## src/rtl/stretch_period_meter.sv

```systemverilog
// stretch_period_meter: times high/low phases of a slow asynchronous square wave in system clocks,
// publishes each full period, and tracks lock against an expected half-period plus loss-of-signal timeout.
module stretch_period_meter #(
    parameter logic [31:0] EXPECTED_HALF = 32'd100000000,
    parameter logic [31:0] TOLERANCE     = 32'd1000,
    parameter int unsigned LOCK_COUNT    = 4,
    parameter logic [31:0] TIMEOUT       = 32'd250000000
) (
    input  logic        clock,
    input  logic        reset,
    input  logic        signal_in,
    output logic [31:0] high_cycles,
    output logic [31:0] low_cycles,
    output logic [32:0] period_cycles,
    output logic        sample_valid,
    output logic        locked,
    output logic        timeout
);
    typedef enum logic [1:0] {IDLE, HIGH, LOW} state_t;

    localparam logic [32:0] HI_B = {1'b0, EXPECTED_HALF} + {1'b0, TOLERANCE};
    localparam logic [32:0] LO_B = (EXPECTED_HALF >= TOLERANCE) ? {1'b0, EXPECTED_HALF - TOLERANCE} : 33'd0;
    localparam logic [7:0]  LOCK_MAX = 8'(LOCK_COUNT);

    state_t      state;
    logic        sync1, sync2, prev, have_high;
    logic [31:0] count, cap;
    logic [7:0]  match_cnt;
    logic        rise, fall, edge_seen;

    function automatic logic in_range(input logic [31:0] v);
        return ({1'b0, v} >= LO_B) && ({1'b0, v} <= HI_B);
    endfunction

    assign rise      = sync2 & ~prev;
    assign fall      = ~sync2 & prev;
    assign edge_seen = rise | fall;
    // capture saturates with the counter so a huge phase never reads back as zero
    assign cap       = (&count) ? count : count + 32'd1;

    always_ff @(posedge clock) begin
        if (reset) begin
            sync1         <= 1'b0;
            sync2         <= 1'b0;
            prev          <= 1'b0;
            count         <= '0;
            match_cnt     <= '0;
            have_high     <= 1'b0;
            state         <= IDLE;
            high_cycles   <= '0;
            low_cycles    <= '0;
            period_cycles <= '0;
            sample_valid  <= 1'b0;
            locked        <= 1'b0;
            timeout       <= 1'b0;
        end else begin
            sync1        <= signal_in;
            sync2        <= sync1;
            prev         <= sync2;
            sample_valid <= 1'b0;
            count        <= edge_seen ? '0 : cap;
            if (sample_valid) begin
                if (in_range(high_cycles) && in_range(low_cycles)) begin
                    match_cnt <= (match_cnt >= LOCK_MAX) ? LOCK_MAX : match_cnt + 8'd1;
                    locked    <= (match_cnt >= LOCK_MAX - 8'd1);
                end else begin
                    match_cnt <= '0;
                    locked    <= 1'b0;
                end
            end
            if (edge_seen) begin
                timeout <= 1'b0;
                case (state)
                    IDLE: state <= rise ? HIGH : LOW;
                    HIGH: if (fall) begin
                        high_cycles <= cap;
                        have_high   <= 1'b1;
                        state       <= LOW;
                    end
                    LOW: if (rise) begin
                        low_cycles <= cap;
                        state      <= HIGH;
                        if (have_high) begin
                            period_cycles <= {1'b0, high_cycles} + {1'b0, cap};
                            sample_valid  <= 1'b1;
                        end
                    end
                    default: state <= IDLE;
                endcase
            end else if (count == TIMEOUT - 32'd1) begin
                timeout   <= 1'b1;
                locked    <= 1'b0;
                match_cnt <= '0;
                have_high <= 1'b0;
                state     <= IDLE;
            end
        end
    end
endmodule
```

## config.mk

```make
export PLATFORM = sky130hd
export DESIGN_NAME = stretch_period_meter
export DESIGN_NICKNAME = d
export VERILOG_FILES = /design/src/rtl/stretch_period_meter.sv
export SDC_FILE = /design/constraint.sdc
export NUM_CORES = 1
export LEC_CHECK = 0
export CORE_AREA = 10 10 135 137
export CTS_CLUSTER_SIZE = 25
export DETAILED_ROUTE_END_ITERATION = 10
export DIE_AREA = 0 0 145 147
export PLACE_DENSITY = 0.76
export SLEW_MARGIN = 5
export SYNTH_ARGS = -nofsm -noshare
export SYNTH_HDL_FRONTEND = slang
export SYNTH_SLANG_ARGS = --single-unit
```

## constraint.sdc

```tcl
create_clock -name clock -period 3.79 [get_ports clock]
set_clock_uncertainty 0.05 [all_clocks]
set_input_delay 0.379 -clock clock [delete_from_list [all_inputs] [get_ports clock]]
set_output_delay 0.379 -clock clock [all_outputs]
set_load 0.03 [all_outputs]
```

* After elaboration in Yosys (flattened, before gate mapping)
Cells that the tools add are included.
Widths: inputs -> output; s select.
** Storage, ports and cells
- Register bits after elaboration :: 146
- Input bits :: 3
- Output and inout port bits :: 100
- Word-level logic and storage cells :: 71
** Cells by class
- Add/subtract/negate cells :: 3
- $lt $le $gt $ge :: 6
- Eq/ne operators :: 7
- Mux-type cells :: 21
- Bitwise operators :: 8
- Reductions and logical operators :: 13
** Operator list (count)
- $ge 32x27->1 const B :: 2
- $le 32x27->1 const B :: 2
- $mux 8 :: 5
- $add 32x32->33 :: 1
- $add 32x1->32 const B :: 1
- $eq 32x28->1 const B :: 1
- $mux 32 :: 1
- $reduce_and 32->1 :: 1
- $reduce_and 3->1 :: 4
- $mux 2 :: 5
- $mux 1 :: 9
- $add 8x1->8 const B :: 1
- $ge 8x2->1 const B :: 1
- $ge 8x3->1 const B :: 1
- $ne 3x3->1 const B :: 2
- $pmux 2 s3 :: 1
- $not 1->1 :: 5
- $reduce_and 4->1 :: 1
- $reduce_or 4->1 :: 1
- $logic_and 1x1->1 :: 3
- $and 1x1->1 :: 2
- $eq 2x1->1 const B :: 1
- $eq 2x2->1 const B :: 1
- $logic_not 2->1 :: 1
- other kinds (5) :: 5

* Longest topological paths before layout
Gate-level depths: netlist (run 1).
- Depth after elaboration :: 7
- Mapped depth :: 18
- Gate-level depth less buffers :: 17

* Least setup slack after synthesis (run 1)
OpenSTA, ideal clock, no wires.
- Path kind :: register -> register
- Start :: register count[0]
- End :: register period_cycles[29]
- Setup time :: 0.117 ns
- Data arrival time :: 3.759 ns
- Data required time :: 3.623 ns
- Setup slack :: -0.136 ns
- Stages on the path, launching flop included :: 18
- Buffers on the path :: 1
- Path through :: dfxtp_1 -> ha_1 -> and2_1 -> and2_1 -> and2_0 -> buf_2 -> nand2_2 -> mux2i_1 -> inv_1 -> ha_1 -> a211oi_1 -> o211ai_1 -> a221oi_2 -> a41oi_2 -> a211oi_1 -> or3_1 -> mux2i_1 -> nand2_1
** On the way
- Word-level cells in the longest chain between the ends :: 3
- Elaborated cells on any way between the ends :: 4
- Classes of those cells :: 2 x add/sub; 1 x mux; 1 x reduce/logical
** RTL lines
- start: declaration :: line 27 : logic [31:0] count, cap;
- start signal: assignment :: line 61 : count <= edge_seen ? '0 : cap;
- $add 32x1->32 / $reduce_and 32->1 (equally long branches) :: line 39 : assign cap = (&count) ? count : count + 32'd1;
- $mux 32 (*) :: line 39
- net cap[1] :: line 27
- $add 32x32->33 (*) :: line 84 : period_cycles <= {1'b0, high_cycles} + {1'b0, cap};
- end signal: assignment :: line 84
- end: declaration :: line 14 : output logic [32:0] period_cycles,
The timed path passes the listed nets; every way through them passes the cells marked *.
A chain may end at the register's enable or synchronous reset.

* Worst setup path after layout (run 1)
- Start :: register count[1]
- End :: register period_cycles[31]
Same word-level chain as after synthesis.

==> impl_metrics.env, run 1 <==
export IMPL_status="finished clean"
export IMPL_regArea_mm2=0.002930
export IMPL_use_met3_pct=4.607
export IMPL_track_usage_pct=21.31
export IMPL_multi_input_area_mm2=0.004906
export IMPL_synth_area_leaders="dfxtp_1, nor2_1, ha_1"
export IMPL_tightest_slew_ps=972.6
export IMPL_rrSetupSlack_ps=90
export IMPL_synth_edf_count=0
export IMPL_crit_path_end_kind="register"
export IMPL_path_clk_slew_ps=60
export IMPL_cts_root_buf="clkbuf_16"
export IMPL_cts_max_level=4
export IMPL_ys_flop_type="dfxtp_1"
export IMPL_synth_cell_types=68
export IMPL_core_area_mm2=0.01560
export IMPL_crit_end="period_cycles[31]"
export IMPL_r2r_start="count[1]"
export IMPL_met1_usage_pct=27.50
export IMPL_synth_top_area_share_pct=38.18
export IMPL_cts_tree="yes"
export IMPL_synth_area_mm2=0.007656
export IMPL_crit_start="count[1]"
export IMPL_drc_errors=0
export IMPL_synthArstFlopShare_pct=0
export IMPL_hp_start="reset"
export IMPL_post_route_min_period_ps=3697
export IMPL_initial_utilization_pct=49.09
export IMPL_crit_fanout=4
export IMPL_via_per_inst=5.706
export IMPL_ir_drop_v=0.0003175
export IMPL_grt_busiest_layer="met2"
export IMPL_synth_warnings=0
export IMPL_yosysSeqAreaShare_pct=38.18
export IMPL_synth_top_area_cell="dfxtp_1"
export IMPL_crit_required_ps=4030
export IMPL_syn_avg_cell_area_um2=8.000
export IMPL_antenna_found_initial=0
export IMPL_grt_pass1_vias=7259
export IMPL_ys_ff_latch=146
export IMPL_yosysMostFrequentCell="dfxtp_1"
export IMPL_globalRouteMet2Util_pct=33.38
export IMPL_drt_wirelength_per_cell_um=18.02
export IMPL_cts_sinks=146
export IMPL_cts_buffer_depth=2
export IMPL_wl_mm=24.86
export IMPL_finalPower_mw=3.383
export IMPL_area_delta_synth_final_pct=39.78
export IMPL_hpwl_mm=17.41
export IMPL_critPathKind="reg -> reg"
export IMPL_grt_max_degree=55
export IMPL_synth_nets=1003
export IMPL_portBuffers=102
export IMPL_period_share_pct=97.53
export IMPL_r2r_end="period_cycles[31]"
export IMPL_dieHeight_um=147
export IMPL_max_cap_viol_count=0
export IMPL_dieArea_mm2=0.02132
export IMPL_antenna_left=0
export IMPL_critPathArrivalTime_ps=3940
export IMPL_fmax_mhz=270.5
export IMPL_hold_buffers=0
export IMPL_setup_viol=0
export IMPL_synth_commonest_cells="dfxtp_1, nor2_1, nand2_1, a21oi_1, ha_1"
export IMPL_utilization_pct=68.61
export IMPL_fin_ws_ps=93.49
export IMPL_row_count=46
export IMPL_dr_first_iter_drc_count=822
export IMPL_drive_above_1_share_pct=19.93
export IMPL_rsz0062_at_grt="true"
export IMPL_p_per_area_mw_per_mm2=316.2
export IMPL_place_gp_congestion=0.9501
export IMPL_grt_pass1_wl_mm=37.52
export IMPL_cts_made_buffers=17
export IMPL_die_w_um=145
export IMPL_io_pins=103
export IMPL_gr_total_overflow=0
export IMPL_n_fill_cell=1188
export IMPL_slew_viol_final=0
export IMPL_syn_inst=957
export IMPL_finalHoldViolations=0
export IMPL_vias=7874
export IMPL_diodes=0
export IMPL_p_leak_nw=4.410
export IMPL_r2r_cells=18
export IMPL_drt_pass1_iterations=5
export IMPL_worstSetupStartpointType="register"
export IMPL_final_nets=1197
export IMPL_clk_latency_ps=430
export IMPL_hold_path_class="in -> reg"
export IMPL_pre_cts_ws_ps=-69.07
export IMPL_slew_headroom_pct=35.00
what timing repair did:
action | CTS | global route
setup endpoints to repair | 10 | 18
resized for setup | 11 | 69
pin swaps | 7 | 32
buffers inserted | 1 | 11
cell type report:
class | instances | area share (%)
inverter | 34 | 1.193
timing repair buffer | 216 | 17.53
sequential | 146 | 27.38
clock inverter | 13 | 1.391
tap | 216 | 2.525
clock buffer | 19 | 4.139
multi-input combinational | 736 | 45.84
worst min path at each step:
stage / slack, ps / end / depth (start not counted)
6_report: 390 / period_cycles[21] / 2
3_5_place_dp: 370 / sync2 / 1
2_1_floorplan: 360 / sync2 / 1
5_1_grt: 420 / period_cycles[13] / 2
4_1_cts: 390 / sync2 / 1
3_3_place_gp: 390 / period_cycles[7] / 2
layer usage:
metal	up-vias	wire, µm
met4	0	881
met5	-	0
met2	360	11590
met1	3698	10590
met3	69	1806
li1	3747	-
state kept, by name, indices dropped and copies added, names as in the netlist, 2 cells and up:
name and flops:
period_cycles 33, count 32, high_cycles 32, low_cycles 32, match_cnt 8, state 2
worst max-delay path, cell delays in order, from the launching register on:
cell      delay (ps)
dfxtp_1          360
ha_2             180
and2_1           140
and2_4           140
and2_4           170
nand2_4           70
buf_4            160
mux2i_2          200
inv_1            100
ha_4             230
a211oi_2         220
o211ai_1         170
a221oi_2         350
a41oi_2          180
buf_4            190
a21oi_2          150
a31o_2           210
mux2i_1          190
o32ai_1           80
power breakdown:
| group | leakage (nW) | total [mW] | switching, mW | internal [mW] |
|---|---|---|---|---|
| Clock | 0.281 | 1.69 | 0.696 | 0.997 |
| Sequential | 1.18 | 1.56 | 0.0124 | 1.55 |
| Combinational | 2.95 | 0.132 | 0.0859 | 0.0461 |
metrics by stage:
| stage | TNS, ps | instance area [µm²] | cells | hold WS [ps] |
|---|---|---|---|---|
| 6_report | 0 | 10700 | 1380 | 386.3 |
| 5_1_grt | -1109 | 10700 | 1380 | 423.0 |
| 4_1_cts | 0 | 10270 | 1369 | 385.8 |
| 3_5_place_dp | -215.1 | 9602 | 1336 | 373.7 |
| 3_3_place_gp | 0 | 9602 | 1336 | 387.6 |
| 2_1_floorplan | 0 | 7692 | 957 | 363.8 |
placed cells by master (no fill, tap or decap), types with 7 or more instances in the layout:
| cell type | count |
|---|---|
| a21oi_1 | 69 |
| inv_1 | 33 |
| dfxtp_1 | 140 |
| ha_1 | 30 |
| nand2b_1 | 10 |
| nor2_1 | 139 |
| nor4_1 | 8 |
| or4_1 | 7 |
| a21oi_2 | 10 |
| clkdlybuf4s50_1 | 101 |
| xnor2_1 | 17 |
| a211oi_1 | 33 |
| clkbuf_16 | 17 |
| ha_4 | 10 |
| and2_1 | 14 |
| buf_4 | 113 |
| nand3_1 | 28 |
| xor2_1 | 16 |
| nand2_1 | 101 |
| nor2b_1 | 18 |
| nor3_1 | 34 |
| and3_1 | 11 |
| nand4_1 | 14 |
| a21o_1 | 12 |
| o21ai_0 | 37 |
cells by family after synthesis:
kind of cell,Yosys count,share of synthesized area [%]
buf+inv,75,3.693
fa+ha+maj,43,7.125
compound gates,211,17.21
xor+xnor,47,5.573
mux,7,0.9315
flops,146,38.18
simple gates,428,27.29
Note: power is estimated with default switching activity, not from simulation.
==> run 2, diff against run 1 <==
--- a/config.mk
+++ b/config.mk
@@ -5,10 +5,11 @@
 export SDC_FILE = /design/constraint.sdc
 export NUM_CORES = 1
 export LEC_CHECK = 0
-export CORE_AREA = 10 10 135 137
+export ABC_AREA = 1
+export CORE_AREA = 10 10 145 147
 export CTS_CLUSTER_SIZE = 25
 export DETAILED_ROUTE_END_ITERATION = 10
-export DIE_AREA = 0 0 145 147
+export DIE_AREA = 0 0 155 157
 export PLACE_DENSITY = 0.76
 export SLEW_MARGIN = 5
 export SYNTH_ARGS = -nofsm -noshare
==> run 2 against run 1 <==
Effect of this change:
- first-iteration DRC count shrank 6.2%
- area after synthesis grew 21%
- utilization shrank 7.5 points
- cell count grew 30%
- synthesized cell count grew 49%
- combinational power grew 17%
- critical path depth grew 3
- wire length grew 22%
- flip-flop and latch count is the same
- design area grew 4.6%
==> impl_metrics.env, run 2 <==
export IMPL_drc_errors=0
export IMPL_crit_fanout=24
export IMPL_pre_cts_ws_ps=126.3
export IMPL_cts_buffer_depth=2
export IMPL_grt_max_degree=64
export IMPL_grt_pass1_wl_mm=48.54
export IMPL_hp_start="sync1"
export IMPL_cts_max_level=4
export IMPL_diodes=0
export IMPL_via_per_inst=5.278
export IMPL_status="finished clean"
export IMPL_path_clk_slew_ps=70
export IMPL_drt_wirelength_per_cell_um=17.02
export IMPL_cts_sinks=146
export IMPL_cts_made_buffers=17
export IMPL_slew_viol_final=0
export IMPL_crit_path_end_kind="register"
export IMPL_hold_buffers=0
export IMPL_max_cap_viol_count=0
export IMPL_antenna_left=0
export IMPL_clk_latency_ps=440
export IMPL_drive_above_1_share_pct=8.360
export IMPL_setup_viol=0
export IMPL_p_per_area_mw_per_mm2=303.9
export IMPL_synth_area_leaders="dfxtp_1, nand2_1, inv_1"
export IMPL_rrSetupSlack_ps=280
export IMPL_fmax_mhz=285.3
export IMPL_r2r_start="count[1]"
export IMPL_ys_ff_latch=146
export IMPL_rsz0062_at_grt="false"
export IMPL_cts_post_setup_buffers_inserted=0
export IMPL_initial_utilization_pct=50.34
export IMPL_drt_pass1_iterations=5
export IMPL_antenna_found_initial=1
export IMPL_final_cells=1789
export IMPL_hold_path_depth=2
export IMPL_hpwl_mm=24.00
export IMPL_yosysSeqAreaShare_pct=31.67
export IMPL_area_delta_synth_final_pct=21.32
export IMPL_largest_register_ff_count=33
export IMPL_timing_hold_ws_ps=369.1
export IMPL_core_area_mm2=0.01833
export IMPL_syn_inst=1428
export IMPL_postLayoutCellArea_mm2=0.01119
export IMPL_worstSetupStartpointType="register"
export IMPL_n_fill_cell=1816
export IMPL_io_pins=103
export IMPL_synthArstFlopShare_pct=0
export IMPL_critPathKind="reg -> reg"
export IMPL_placed_cells_incl_taps=1757
export IMPL_regMostFlops="period_cycles"
export IMPL_dieArea_mm2=0.02434
export IMPL_crit_required_ps=4080
export IMPL_cts_root_buf="clkbuf_16"
export IMPL_r2r_end="period_cycles[29]"
export IMPL_slew_headroom_pct=41.86
export IMPL_track_usage_pct=24.94
export IMPL_synth_top_area_share_pct=31.67
export IMPL_synth_edf_count=0
export IMPL_gr_total_overflow=0
export IMPL_portBuffers=102
export IMPL_critPathArrivalTime_ps=3800
export IMPL_dr_first_iter_drc_count=771
export IMPL_finalHoldViolations=0
export IMPL_multi_input_area_mm2=0.005235
export IMPL_mostFrequentLayoutCell="nand2_1"
export IMPL_synth_area_mm2=0.009228
export IMPL_hold_path_class="reg -> reg"
export IMPL_synth_commonest_cells="nand2_1, inv_1, nor2_1, dfxtp_1, a21oi_1"
export IMPL_vias=9442
export IMPL_post_route_min_period_ps=3506
export IMPL_fin_ws_ps=284.4
export IMPL_die_w_um=155
export IMPL_wl_mm=30.44
export IMPL_cts_tree="yes"
export IMPL_setup_tns_ps=0
export IMPL_finalPower_mw=3.402
export IMPL_synth_warnings=0
export IMPL_ys_flop_type="dfxtp_1"
export IMPL_layout_common_cells="nand2_1, inv_1, nor2_1, dfxtp_1, clkdlybuf4s50_1"
export IMPL_synth_cell_types=43
export IMPL_period_share_pct=92.50
export IMPL_synth_nets=1474
export IMPL_grt_pass1_vias=8980
export IMPL_dieHeight_um=157
export IMPL_syn_avg_cell_area_um2=6.462
export IMPL_regArea_mm2=0.002925
export IMPL_yosysMostFrequentCell="nand2_1"
export IMPL_row_count=50
export IMPL_place_gp_congestion=0.9547
export IMPL_p_leak_nw=5.361
export IMPL_synth_top_area_cell="dfxtp_1"
export IMPL_utilization_pct=61.07
export IMPL_r2r_cells=21
export IMPL_final_nets=1588
export IMPL_hold_path_end="sync2"
export IMPL_placedInstanceArea_mm2=0.01059
export IMPL_ir_drop_v=0.0003241
export IMPL_tightest_slew_ps=871.2
==> run 2: layout make-up <==
type                    instances  share of cell area, %
clock inverters                15                  1.319
multi-input cells             998                  46.76
flip-flops and latches        146                  26.13
clock buffers                  17                  3.800
repair buffers                132                  11.09
well taps                     234                  2.615
inverters                     247                  8.282
==> run 2: where the power goes <==
part / leakage [nW] / internal [mW] / switching [mW]
Combinational: 3.90 / 0.0474 / 0.106
Clock: 0.279 / 0.922 / 0.762
Sequential: 1.18 / 1.55 / 0.0164
Total: 5.36 / 2.52 / 0.885
==> run 2: kinds of logic (layout without fill, tap and decap cells) <==
group	Yosys count	count (layout)	share of synthesized area [%]
buffers and inverters	284	411	11.92
and+or+nand+nor	670	670	31.25
adders and majority gates	43	43	5.912
xor gates and xnor gates	41	41	4.136
AOI/OAI and AO/OA	244	244	15.11
DFF	146	146	31.67
==> run 2: critical path: stages (launching register included) <==
cell and delay (ps):
dfxtp_2 380, ha_2 230, nand2_2 100, nor2_8 160, nand2_4 90, nor2_8 150
nand3_4 100, buf_4 250, o21ai_4 260, inv_1 80, ha_1 300, nand3_1 80
nand3_1 160, inv_1 100, o21ai_1 230, nand2_1 90, nand2_1 180, nand2_1 130
nand3_1 100, nand3_1 80, nand2_1 60, inv_1 30
==> run 2: repair_timing <==
action                                 4_1_cts  5_1_grt
endpoints found under the hold margin        0        0
setup endpoints to repair                    0       20
resized for setup                            0        9
==> run 2: worst max path at each step <==
stage              from                 to  depth (start not counted)
3_3_place_gp   count[1]  period_cycles[29]                         19
6_report       count[1]  period_cycles[29]                         21
3_5_place_dp   count[1]  period_cycles[29]                         19
4_1_cts        count[1]  period_cycles[29]                         19
2_1_floorplan  count[1]  period_cycles[16]                         24
5_1_grt        count[1]  period_cycles[16]                         23
==> run 2: per-layer routing <==
| layer | routed length (µm) | track usage [%] | vias to the layer above |
|---|---|---|---|
| met4 | 941 | 9.222 | 0 |
| met5 | 0 | 0 | - |
| met3 | 1743 | 4.640 | 62 |
| met2 | 14490 | 41.69 | 302 |
| li1 | - | - | 4748 |
| met1 | 13270 | 31.25 | 4330 |
